--- config.mk ---
export PLATFORM = sky130hd
export DESIGN_NAME = stereo_pan_mixer
export DESIGN_NICKNAME = d
export VERILOG_FILES = /design/src/rtl/stereo_pkg.sv /design/src/rtl/auto_pan_sweep.sv /design/src/rtl/stereo_pan_mixer.sv
export SDC_FILE = /design/constraint.sdc
export NUM_CORES = 1
export LEC_CHECK = 0
export CORE_MARGIN = 3
export CORE_UTILIZATION = 44
export DETAILED_ROUTE_END_ITERATION = 8
export PLACE_DENSITY = 0.6
export SYNTH_ARGS = -nofsm -noshare
export SYNTH_HDL_FRONTEND = slang
export SYNTH_HIERARCHICAL = 1
export SYNTH_SLANG_ARGS = --single-unit
--- constraint.sdc ---
create_clock -name clk -period 11.5 [get_ports clk]
set_input_delay 2.3 -clock clk [delete_from_list [all_inputs] [get_ports clk]]
set_output_delay 2.3 -clock clk [all_outputs]
set_load 0.03 [all_outputs]
--- src/rtl/stereo_pkg.sv ---
// Shared definitions for the stereo pan mixer.
//   pan_mode_e  : button-cycled pan mode (MONO, LEFT, RIGHT, SPREAD, AUTO)
//   MODE_W      : width of the mode encoding
//   spread_pos  : fixed pan position of voice i out of n for full scale g
//   acc_width   : accumulator width that cannot overflow for nv voices
package stereo_pkg;

  localparam int MODE_W = 3;

  typedef enum logic [MODE_W-1:0] {
    MODE_MONO   = 3'd0,
    MODE_LEFT   = 3'd1,
    MODE_RIGHT  = 3'd2,
    MODE_SPREAD = 3'd3,
    MODE_AUTO   = 3'd4
  } pan_mode_e;

  // Voices are spread evenly from hard left to hard right; a single voice sits centred.
  function automatic int spread_pos(input int i, input int n, input int g);
    if (n <= 1) return g / 2;
    return (i * g) / (n - 1);
  endfunction

  // Product is sw+gw+2 bits; summing nv of them needs clog2(nv) more.
  function automatic int acc_width(input int sw, input int gw, input int nv);
    return sw + gw + 2 + $clog2(nv);
  endfunction

endpackage

--- src/rtl/auto_pan_sweep.sv ---
// Triangle pan-position generator for the AUTO mode.
//   clk, reset_n : clock, asynchronous active-low reset
//   accept       : one pulse per accepted sample; the sweep divides this strobe
//   p_auto       : current pan position, 0..2^GAIN_WIDTH, resets to the centre
// The position moves one step every AUTO_PAN_DIV accepts, bouncing between the
// endpoints; each endpoint is visited once per pass, never repeated.
module auto_pan_sweep #(
  parameter int GAIN_WIDTH   = 4,
  parameter int AUTO_PAN_DIV = 4800
) (
  input  logic                  clk,
  input  logic                  reset_n,
  input  logic                  accept,
  output logic [GAIN_WIDTH:0]   p_auto
);

  localparam int CNT_W = (AUTO_PAN_DIV > 1) ? $clog2(AUTO_PAN_DIV) : 1;
  localparam logic [CNT_W-1:0]    CNT_LAST = CNT_W'(AUTO_PAN_DIV - 1);
  localparam logic [GAIN_WIDTH:0] P_FULL   = {1'b1, {GAIN_WIDTH{1'b0}}};
  localparam logic [GAIN_WIDTH:0] P_HALF   = P_FULL >> 1;
  localparam logic [GAIN_WIDTH:0] P_ONE    = (GAIN_WIDTH+1)'(1);

  logic [CNT_W-1:0]    cnt_q, cnt_d;
  logic [GAIN_WIDTH:0] pos_q, pos_d;
  logic                up_q, up_d;

  always_comb begin
    cnt_d = cnt_q;
    pos_d = pos_q;
    up_d  = up_q;
    if (accept) begin
      if (cnt_q == CNT_LAST) begin
        cnt_d = '0;
        // Direction flips on arrival at an endpoint so the next step leaves it.
        if (up_q) begin
          pos_d = pos_q + P_ONE;
          if (pos_q == P_FULL - P_ONE) up_d = 1'b0;
        end else begin
          pos_d = pos_q - P_ONE;
          if (pos_q == P_ONE) up_d = 1'b1;
        end
      end else begin
        cnt_d = cnt_q + CNT_W'(1);
      end
    end
  end

  always_ff @(posedge clk or negedge reset_n) begin
    if (!reset_n) begin
      cnt_q <= '0;
      pos_q <= P_HALF;
      up_q  <= 1'b1;
    end else begin
      cnt_q <= cnt_d;
      pos_q <= pos_d;
      up_q  <= up_d;
    end
  end

  assign p_auto = pos_q;

endmodule

--- src/rtl/stereo_pan_mixer.sv ---
// Multi-voice stereo mixer with button-selected pan modes.
//   clk, reset_n   : clock, asynchronous active-low reset
//   button_press   : one-cycle pulse, advances MONO->LEFT->RIGHT->SPREAD->AUTO->MONO
//   new_sample     : one-cycle pulse, voice_samples valid (dropped while busy)
//   voice_samples  : NUM_VOICES signed samples, voice i at [i*SW +: SW]
//   left_sample    : signed mixed left output, held until next result
//   right_sample   : signed mixed right output, held until next result
//   out_valid      : one-cycle pulse when the outputs update
//   busy           : high while a mix is in flight
//   overrun        : one-cycle pulse when a new_sample is dropped
//   mode           : current pan mode
// One voice is multiply-accumulated per cycle, so a mix takes NUM_VOICES+2 cycles.
module stereo_pan_mixer
  import stereo_pkg::*;
#(
  parameter int NUM_VOICES   = 3,
  parameter int SAMPLE_WIDTH = 16,
  parameter int GAIN_WIDTH   = 4,
  parameter int AUTO_PAN_DIV = 4800
) (
  input  logic                               clk,
  input  logic                               reset_n,
  input  logic                               button_press,
  input  logic                               new_sample,
  input  logic [NUM_VOICES*SAMPLE_WIDTH-1:0] voice_samples,
  output logic [SAMPLE_WIDTH-1:0]            left_sample,
  output logic [SAMPLE_WIDTH-1:0]            right_sample,
  output logic                               out_valid,
  output logic                               busy,
  output logic                               overrun,
  output logic [MODE_W-1:0]                  mode
);

  localparam int PROD_W = SAMPLE_WIDTH + GAIN_WIDTH + 2;
  localparam int ACC_W  = acc_width(SAMPLE_WIDTH, GAIN_WIDTH, NUM_VOICES);
  localparam int IDX_W  = (NUM_VOICES > 1) ? $clog2(NUM_VOICES) : 1;
  localparam logic [IDX_W-1:0]      IDX_LAST = IDX_W'(NUM_VOICES - 1);
  localparam logic [GAIN_WIDTH:0]   P_FULL   = {1'b1, {GAIN_WIDTH{1'b0}}};
  localparam logic [GAIN_WIDTH:0]   P_HALF   = P_FULL >> 1;
  localparam logic signed [ACC_W-1:0] SAT_MAX =
    {{(ACC_W-SAMPLE_WIDTH+1){1'b0}}, {(SAMPLE_WIDTH-1){1'b1}}};
  localparam logic signed [ACC_W-1:0] SAT_MIN = ~SAT_MAX;

  typedef enum logic [1:0] {ST_IDLE, ST_ACCUM, ST_DONE} state_e;

  // Drop the gain fraction (floor, via arithmetic shift) and clamp to the sample range.
  function automatic logic signed [SAMPLE_WIDTH-1:0] scale_sat(
    input logic signed [ACC_W-1:0] acc
  );
    logic signed [ACC_W-1:0] sh;
    sh = acc >>> GAIN_WIDTH;
    if (sh > SAT_MAX) return SAT_MAX[SAMPLE_WIDTH-1:0];
    if (sh < SAT_MIN) return SAT_MIN[SAMPLE_WIDTH-1:0];
    return sh[SAMPLE_WIDTH-1:0];
  endfunction

  // Control state
  state_e                          state_q, state_d;
  logic [IDX_W-1:0]                idx_q, idx_d;
  pan_mode_e                       mode_q, mode_d;
  logic signed [SAMPLE_WIDTH-1:0]  left_q, left_d, right_q, right_d;
  logic                            out_valid_q, out_valid_d;
  logic                            busy_q, busy_d;
  logic                            overrun_q, overrun_d;

  // Datapath state (captured per mix, no reset needed)
  logic signed [SAMPLE_WIDTH-1:0]  cap_v_q [NUM_VOICES];
  pan_mode_e                       cap_mode_q;
  logic [GAIN_WIDTH:0]             cap_p_q;
  logic signed [ACC_W-1:0]         acc_l_q, acc_r_q;

  logic                            accept;
  logic [GAIN_WIDTH:0]             p_auto;
  logic [GAIN_WIDTH:0]             spread_tab [NUM_VOICES];
  logic [GAIN_WIDTH:0]             pos, gain_l, gain_r;
  logic signed [GAIN_WIDTH+1:0]    gl_s, gr_s;
  logic signed [SAMPLE_WIDTH-1:0]  v_sel;
  logic signed [PROD_W-1:0]        prod_l, prod_r;

  assign accept = new_sample && (state_q == ST_IDLE);

  auto_pan_sweep #(
    .GAIN_WIDTH  (GAIN_WIDTH),
    .AUTO_PAN_DIV(AUTO_PAN_DIV)
  ) u_sweep (
    .clk    (clk),
    .reset_n(reset_n),
    .accept (accept),
    .p_auto (p_auto)
  );

  for (genvar gi = 0; gi < NUM_VOICES; gi++) begin : g_spread
    assign spread_tab[gi] = (GAIN_WIDTH+1)'(spread_pos(gi, NUM_VOICES, 1 << GAIN_WIDTH));
  end

  // Gains come from the mode and sweep position captured with the sample, so
  // button presses and sweep steps during a mix cannot disturb it.
  always_comb begin
    pos = P_HALF;
    case (cap_mode_q)
      MODE_LEFT:   pos = '0;
      MODE_RIGHT:  pos = P_FULL;
      MODE_SPREAD: pos = spread_tab[idx_q];
      MODE_AUTO:   pos = cap_p_q;
      default:     pos = P_HALF;
    endcase
    gain_l = P_FULL - pos;
    gain_r = pos;
  end

  assign v_sel  = cap_v_q[idx_q];
  assign gl_s   = $signed({1'b0, gain_l});
  assign gr_s   = $signed({1'b0, gain_r});
  assign prod_l = PROD_W'(v_sel) * PROD_W'(gl_s);
  assign prod_r = PROD_W'(v_sel) * PROD_W'(gr_s);

  always_comb begin
    state_d     = state_q;
    idx_d       = idx_q;
    mode_d      = mode_q;
    left_d      = left_q;
    right_d     = right_q;
    out_valid_d = 1'b0;
    overrun_d   = new_sample && (state_q != ST_IDLE);

    if (button_press) begin
      case (mode_q)
        MODE_MONO:   mode_d = MODE_LEFT;
        MODE_LEFT:   mode_d = MODE_RIGHT;
        MODE_RIGHT:  mode_d = MODE_SPREAD;
        MODE_SPREAD: mode_d = MODE_AUTO;
        default:     mode_d = MODE_MONO;
      endcase
    end

    case (state_q)
      ST_IDLE: begin
        if (new_sample) begin
          state_d = ST_ACCUM;
          idx_d   = '0;
        end
      end
      ST_ACCUM: begin
        idx_d = idx_q + IDX_W'(1);
        if (idx_q == IDX_LAST) state_d = ST_DONE;
      end
      ST_DONE: begin
        left_d      = scale_sat(acc_l_q);
        right_d     = scale_sat(acc_r_q);
        out_valid_d = 1'b1;
        state_d     = ST_IDLE;
      end
      default: state_d = ST_IDLE;
    endcase

    busy_d = (state_d != ST_IDLE);
  end

  always_ff @(posedge clk or negedge reset_n) begin
    if (!reset_n) begin
      state_q     <= ST_IDLE;
      idx_q       <= '0;
      mode_q      <= MODE_MONO;
      left_q      <= '0;
      right_q     <= '0;
      out_valid_q <= 1'b0;
      busy_q      <= 1'b0;
      overrun_q   <= 1'b0;
    end else begin
      state_q     <= state_d;
      idx_q       <= idx_d;
      mode_q      <= mode_d;
      left_q      <= left_d;
      right_q     <= right_d;
      out_valid_q <= out_valid_d;
      busy_q      <= busy_d;
      overrun_q   <= overrun_d;
    end
  end

  always_ff @(posedge clk) begin
    if (accept) begin
      for (int i = 0; i < NUM_VOICES; i++) begin
        cap_v_q[i] <= voice_samples[i*SAMPLE_WIDTH +: SAMPLE_WIDTH];
      end
      cap_mode_q <= mode_q;
      cap_p_q    <= p_auto;
      acc_l_q    <= '0;
      acc_r_q    <= '0;
    end else if (state_q == ST_ACCUM) begin
      acc_l_q <= acc_l_q + ACC_W'(prod_l);
      acc_r_q <= acc_r_q + ACC_W'(prod_r);
    end
  end

  assign left_sample  = left_q;
  assign right_sample = right_q;
  assign out_valid    = out_valid_q;
  assign busy         = busy_q;
  assign overrun      = overrun_q;
  assign mode         = mode_q;

endmodule

==> flow_summary.json, run 1 <==
{
  "status": "finished, final reports clean",
  "hold_end": "acc_l_q[0]",
  "crit_type": "reg -> reg",
  "synth_flop_cell": "dfrtp_1",
  "globalplace.congestion": 0.926,
  "synth_area_um2": 13900,
  "worstReg2RegEnd": "acc_l_q[23]",
  "cts_resized": 0,
  "crit_chain": "buf_4 -> inv_1 -> ha_1 -> nand3_1 -> o21ai_0 -> o22ai_2 -> nand3_1 -> xnor2_2 -> nor2_1 -> ha_1 -> inv_1 -> fa_1 -> fa_1 -> fa_1 -> inv_1 -> ha_1 -> a21oi_2 -> o211ai_1 -> a2111oi_4 -> nor2_1 -> o31ai_4 -> mux2_1 -> nand3_1",
  "clock.fmax_mhz": 138,
  "drv_cap": 0,
  "dr.pass1.iters": 5,
  "diodes": 0,
  "start_kind": "register",
  "pin_count": 90,
  "relSlewSlack_pct": 13.8,
  "path_clk_slew_ps": 80,
  "area_delta_synth_final_pct": 13.2,
  "dpl.hpwl_um": 25800,
  "slowest_stage": "o22ai_2",
  "rr_worst_depth": 23,
  "postRouteWirelength_um": 33000,
  "setup_violations": 0,
  "initial_core_util_pct": 45.0,
  "ctsLongestPathBuffers": 2,
  "synthCells": 1526,
  "rrSetupSlack_ps": 4280,
  "drive_above_1_share_pct": 4.60,
  "grt_usage_pct": 20.4,
  "use_met3_pct": 4.12,
  "mostFrequentLayoutCell": "inv_1",
  "grt_max_degree": 63,
  "skew_ps": 15.9,
  "drv_slew": 0,
  "synth_seq_area_share_pct": 30.0,
  "remaining_drc_errors": 0,
  "fin_nets": 1892,
  "hp-class": "reg -> reg",
  "vias_per_cell": 5.19,
  "grt_pass1_wl_um": 54300,
  "core_um2": 30900,
  "finalNonFillerCells": 2003,
  "cts_root_buffer": "clkbuf_16",
  "use_met1_pct": 27.8,
  "fin_tns_setup_ps": 0,
  "required_ps": 11900,
  "synthDistinctLibCells": 76,
  "period_share_pct": 62.8,
  "route.vias.total": 10395,
  "first_global_vias": 10395,
  "grt-ovfl-total": 0,
  "placed_cells": 1971,
  "worst-path-max-fanout": 45,
  "synth_seq_cells": 165,
  "r2r-start": "idx_q[1]",
  "cts_tree": "done",
  "ctsHoldBuffers": 0,
  "cts_setup_buffers": 0,
  "grt_setup_unrepaired": "false",
  "whs_ps": 460,
  "die_h_um": 184,
  "die_area_um2": 33800,
  "hold_viol_final": 0,
  "h-tree-depth": 4,
  "yosysWarningCount": 6,
  "portBuffers": 89,
  "cts_made_buffers": 17,
  "wl_per_cell_um": 16.5,
  "synth_edf_count": 56,
  "met2_usage_pct": 32.6,
  "die_w_um": 184,
  "critPathCaptureType": "register",
  "max_stage_delay_ps": 830,
  "ant_nets": 0,
  "clock_sinks": 165,
  "fin_crit_ps": 7220,
  "avgSynthCellArea_um2": 9.12,
  "clk-insertion-delay-late_ps": 450,
  "tightest_slew_ps": 1290,
  "hp-start": "acc_l_q[0]",
  "async_flop_share_pct": 37.0,
  "synth_nets": 1824,
  "crit_buf_inv": 4,
  "num_rows": 64,
  "worstHoldPathCells": 2,
  "top_usage_layer": "met2",
  "drtIter0Drc": 671,
  "layout_common_cells": "inv_1, nand2_1, fa_1",
  "crit_arrival_ps": 7620,
  "crit_family": "adder cells",
  "antenna_found_initial": 0
}
-- cell families after synthesis --
logic type               synth area share [%]
AND/OR/NAND/NOR                          14.3
buffers and inverters                    9.56
AO/OA/AOI/OAI                            11.5
adder cells (fa/ha/maj)                  29.7
flip-flops                               30.0
XOR/XNOR                                 3.07
multiplexers                             2.00
-- synthesized netlist by cell type (all sizes together), types with 9 or more instances --
library cell  instances  area share (%)
a31oi                14            0.63
inv                 291             7.8
xor2                 18             1.1
mux2i                21             1.5
o22ai                 9            0.45
a21oi                68             2.5
a21o                 19             1.0
nor4                 10            0.56
and3                 10            0.46
nor3                 15            0.54
fa                  140              20
edfxtp               56              12
dfrtp                59              11
o21a                 16            0.86
o21ai                80             2.9
nand2b               17            0.76
dfxtp                48             6.9
xnor2                30             1.9
nor2                126             3.4
nand4                14            0.63
nand3                31             1.1
nand2               192             5.2
clkbuf               43             1.4
ha                  106             9.5
-- area by class of cell --
cell class,instances,area (µm²)
clock inverters,15,174
flip-flops and latches,165,4170
inverters,291,1090
fillers,2918,15200
clock buffers,17,425
repair buffers,99,961
well taps,396,495
multi-input cells,1020,8430
-- per-layer routing --
metal / vias to the layer above / part of all wire (%)
met2: 266 / 46
met1: 5006 / 45
met3: 44 / 5.7
met4: 0 / 2.7
li1: 5079 / -
met5: - / 0
-- metrics by stage --
stage	utilization [%]	cell area (µm²)	setup slack (ps)
floorplan	-	13900	5280
global placement	49.0	15100	4520
detailed placement	49.0	15100	4360
CTS	51.0	15700	4330
global route	51.0	15700	3830
finish	51.0	15700	4280
-- worst max-delay path by stage --
stage                   from     endpoint  cells past startpoint
global placement    idx_q[1]  acc_l_q[23]                     23
global route        idx_q[1]  acc_l_q[18]                     23
detailed placement  idx_q[1]  acc_l_q[23]                     23
CTS                 idx_q[1]  acc_l_q[23]                     23
floorplan           idx_q[1]  acc_l_q[16]                     26
finish              idx_q[1]  acc_l_q[23]                     23
-- sequential cells by signal, summed over array words and instances, names as in the netlist, 2 cells and up --
signal          flops
cap_v_q            48
acc_l_q            24
acc_r_q            24
left_sample        16
right_sample       16
u_sweep/cnt_q      13
cap_p_q             5
u_sweep/p_auto      5
cap_mode_q          3
mode                3
idx_q               2
state_q             2
-- tightest hold or removal path: cells and delay by family (launching register included) --
kind | cells | cell delay (ps)
AOI/OAI and AO/OA | 1 | 50
DFF | 1 | 320
and+or+nand+nor | 1 | 50
Power of run 1 is not shown: default switching activity piles up to over one toggle a cycle in this logic, so the estimate is an artifact.
==> run 2: changes to the inputs <==
==> constraint.sdc (replaced) <==
create_clock -name clk -period 7 [get_ports clk]
set_input_delay 1.4 -clock clk [delete_from_list [all_inputs] [get_ports clk]]
set_output_delay 1.4 -clock clk [all_outputs]
set_load 0.03 [all_outputs]
==> flow_summary.json, run 2 (synthesis results as in run 1) <==
{
  "hp-class": "reg -> reg",
  "skew_ps": 17.9,
  "diodes": 0,
  "tightest_slew_ps": 878,
  "grt_setup_unrepaired": "false",
  "drive_above_1_share_pct": 5.60,
  "path_clk_slew_ps": 80,
  "globalplace.congestion": 0.920,
  "clk-insertion-delay-late_ps": 460,
  "cts_tree": "done",
  "layout_common_cells": "inv_1, nand2_1, fa_1",
  "relSlewSlack_pct": 41.1,
  "die_h_um": 184,
  "crit_chain": "nor2_1 -> and3_1 -> buf_4 -> inv_1 -> ha_1 -> xor2_1 -> nor2_1 -> fa_1 -> inv_1 -> fa_1 -> fa_1 -> fa_1 -> inv_1 -> ha_1 -> a21o_1 -> a211oi_1 -> nand2_1 -> o31ai_4 -> mux2_1 -> nand3_1",
  "cts_made_buffers": 17,
  "status": "finished, final reports clean",
  "ctsHoldBuffers": 0,
  "ant_nets": 0,
  "initial_core_util_pct": 45.0,
  "num_rows": 64,
  "start_kind": "register",
  "wl_per_cell_um": 16.3,
  "grt_pass1_wl_um": 54800,
  "dpl.hpwl_um": 26200,
  "crit_arrival_ps": 6780,
  "cts_resized": 0,
  "fin_nets": 1910,
  "clock.fmax_mhz": 157,
  "vias_per_cell": 5.15,
  "core_um2": 30900,
  "startpoint": "cap_mode_q[1]",
  "crit_type": "reg -> reg",
  "postRouteWirelength_um": 32900,
  "grt-ovfl-total": 0,
  "area_delta_synth_final_pct": 14.0,
  "worst-path-max-fanout": 15,
  "first_global_vias": 10556,
  "grt_max_degree": 63,
  "dr.pass1.iters": 5,
  "period_share_pct": 91.1,
  "regMostFlops": "cap_v_q",
  "critPathCaptureType": "register",
  "critPathMostFrequentCell": "fa_1",
  "largest_register_ffs": 48,
  "drv_slew": 0,
  "drtIter0Drc": 672,
  "ctsLongestPathBuffers": 2,
  "h-tree-depth": 4,
  "reg_top3": "cap_v_q: 48 flops, acc_l_q: 24 flops, acc_r_q: 24 flops",
  "grt_usage_pct": 20.7,
  "mostFrequentLayoutCell": "inv_1",
  "portBuffers": 89,
  "required_ps": 7400,
  "drv_cap": 0,
  "cts_root_buffer": "clkbuf_16",
  "antenna_found_initial": 1,
  "cts_setup_buffers": 0,
  "die_w_um": 184,
  "hp-start": "right_sample[14]",
  "remaining_drc_errors": 0,
  "hold_viol_final": 0,
  "fin_tns_setup_ps": 0,
  "clock_sinks": 165,
  "slowest_stage": "xor2_1",
  "r2r-start": "cap_mode_q[1]",
  "setup_violations": 0,
  "route.vias.total": 10411,
  "fin_crit_ps": 6380,
  "max_stage_delay_ps": 660,
  "die_area_um2": 33800,
  "fillers": 2882,
  "pin_count": 90
}
## run 2: path summary, 6_finish.rpt
path | slack (ps) | to | cells past startpoint
worst max-delay path | 620 | acc_l_q[23] | 20
worst min-delay path | 460 | right_sample[14] | 2
worst max register to register | 620 | acc_l_q[23] | 20
worst min register to register | 460 | right_sample[14] | 2
max in group asynchronous | 5310 | u_sweep/cnt_q[9] | 2
min in group asynchronous | 1130 | overrun | 2
## run 2: layout make-up
cell class,count,area (µm²),share of cell area (%)
flip-flops and latches,165,4170,26.3
clock inverters,15,156,0.986
multi-input cells,1020,8420,53.1
inverters,291,1090,6.90
repair buffers,117,1100,6.91
well taps,396,495,3.12
clock buffers,17,425,2.68
## run 2: critical path, delay by kind of cell, from the launching register on
family | cells | cell delay, ps
AND/OR/NAND/NOR | 5 | 820
flip-flops | 1 | 450
AO/OA/AOI/OAI | 3 | 860
buffers and inverters | 4 | 470
XOR/XNOR | 1 | 660
multiplexers | 1 | 360
adder cells (fa/ha/maj) | 6 | 2680
## run 2: routing by layer
metal  vias up  routed length, µm  global-route usage, %
met5         -                 13                      0
met4         2                967                   7.50
met3        56               1450                   3.88
met2       230              15500                   33.3
met1      5026              15000                   28.0
li1       5097                  -                      -
## run 2: metrics by stage
step	instances	area [µm²]	utilization [%]	hold WS, ps	worst slack (ps)
global route	2021	15900	51.3	475	267
CTS	2021	15900	51.3	465	724
detailed placement	1989	15300	49.4	455	754
finish	2021	15900	51.3	464	621
floorplan	1526	13900	-	441	780
global placement	1989	15300	49.4	446	846
Power of run 2 is left out for the same reason.
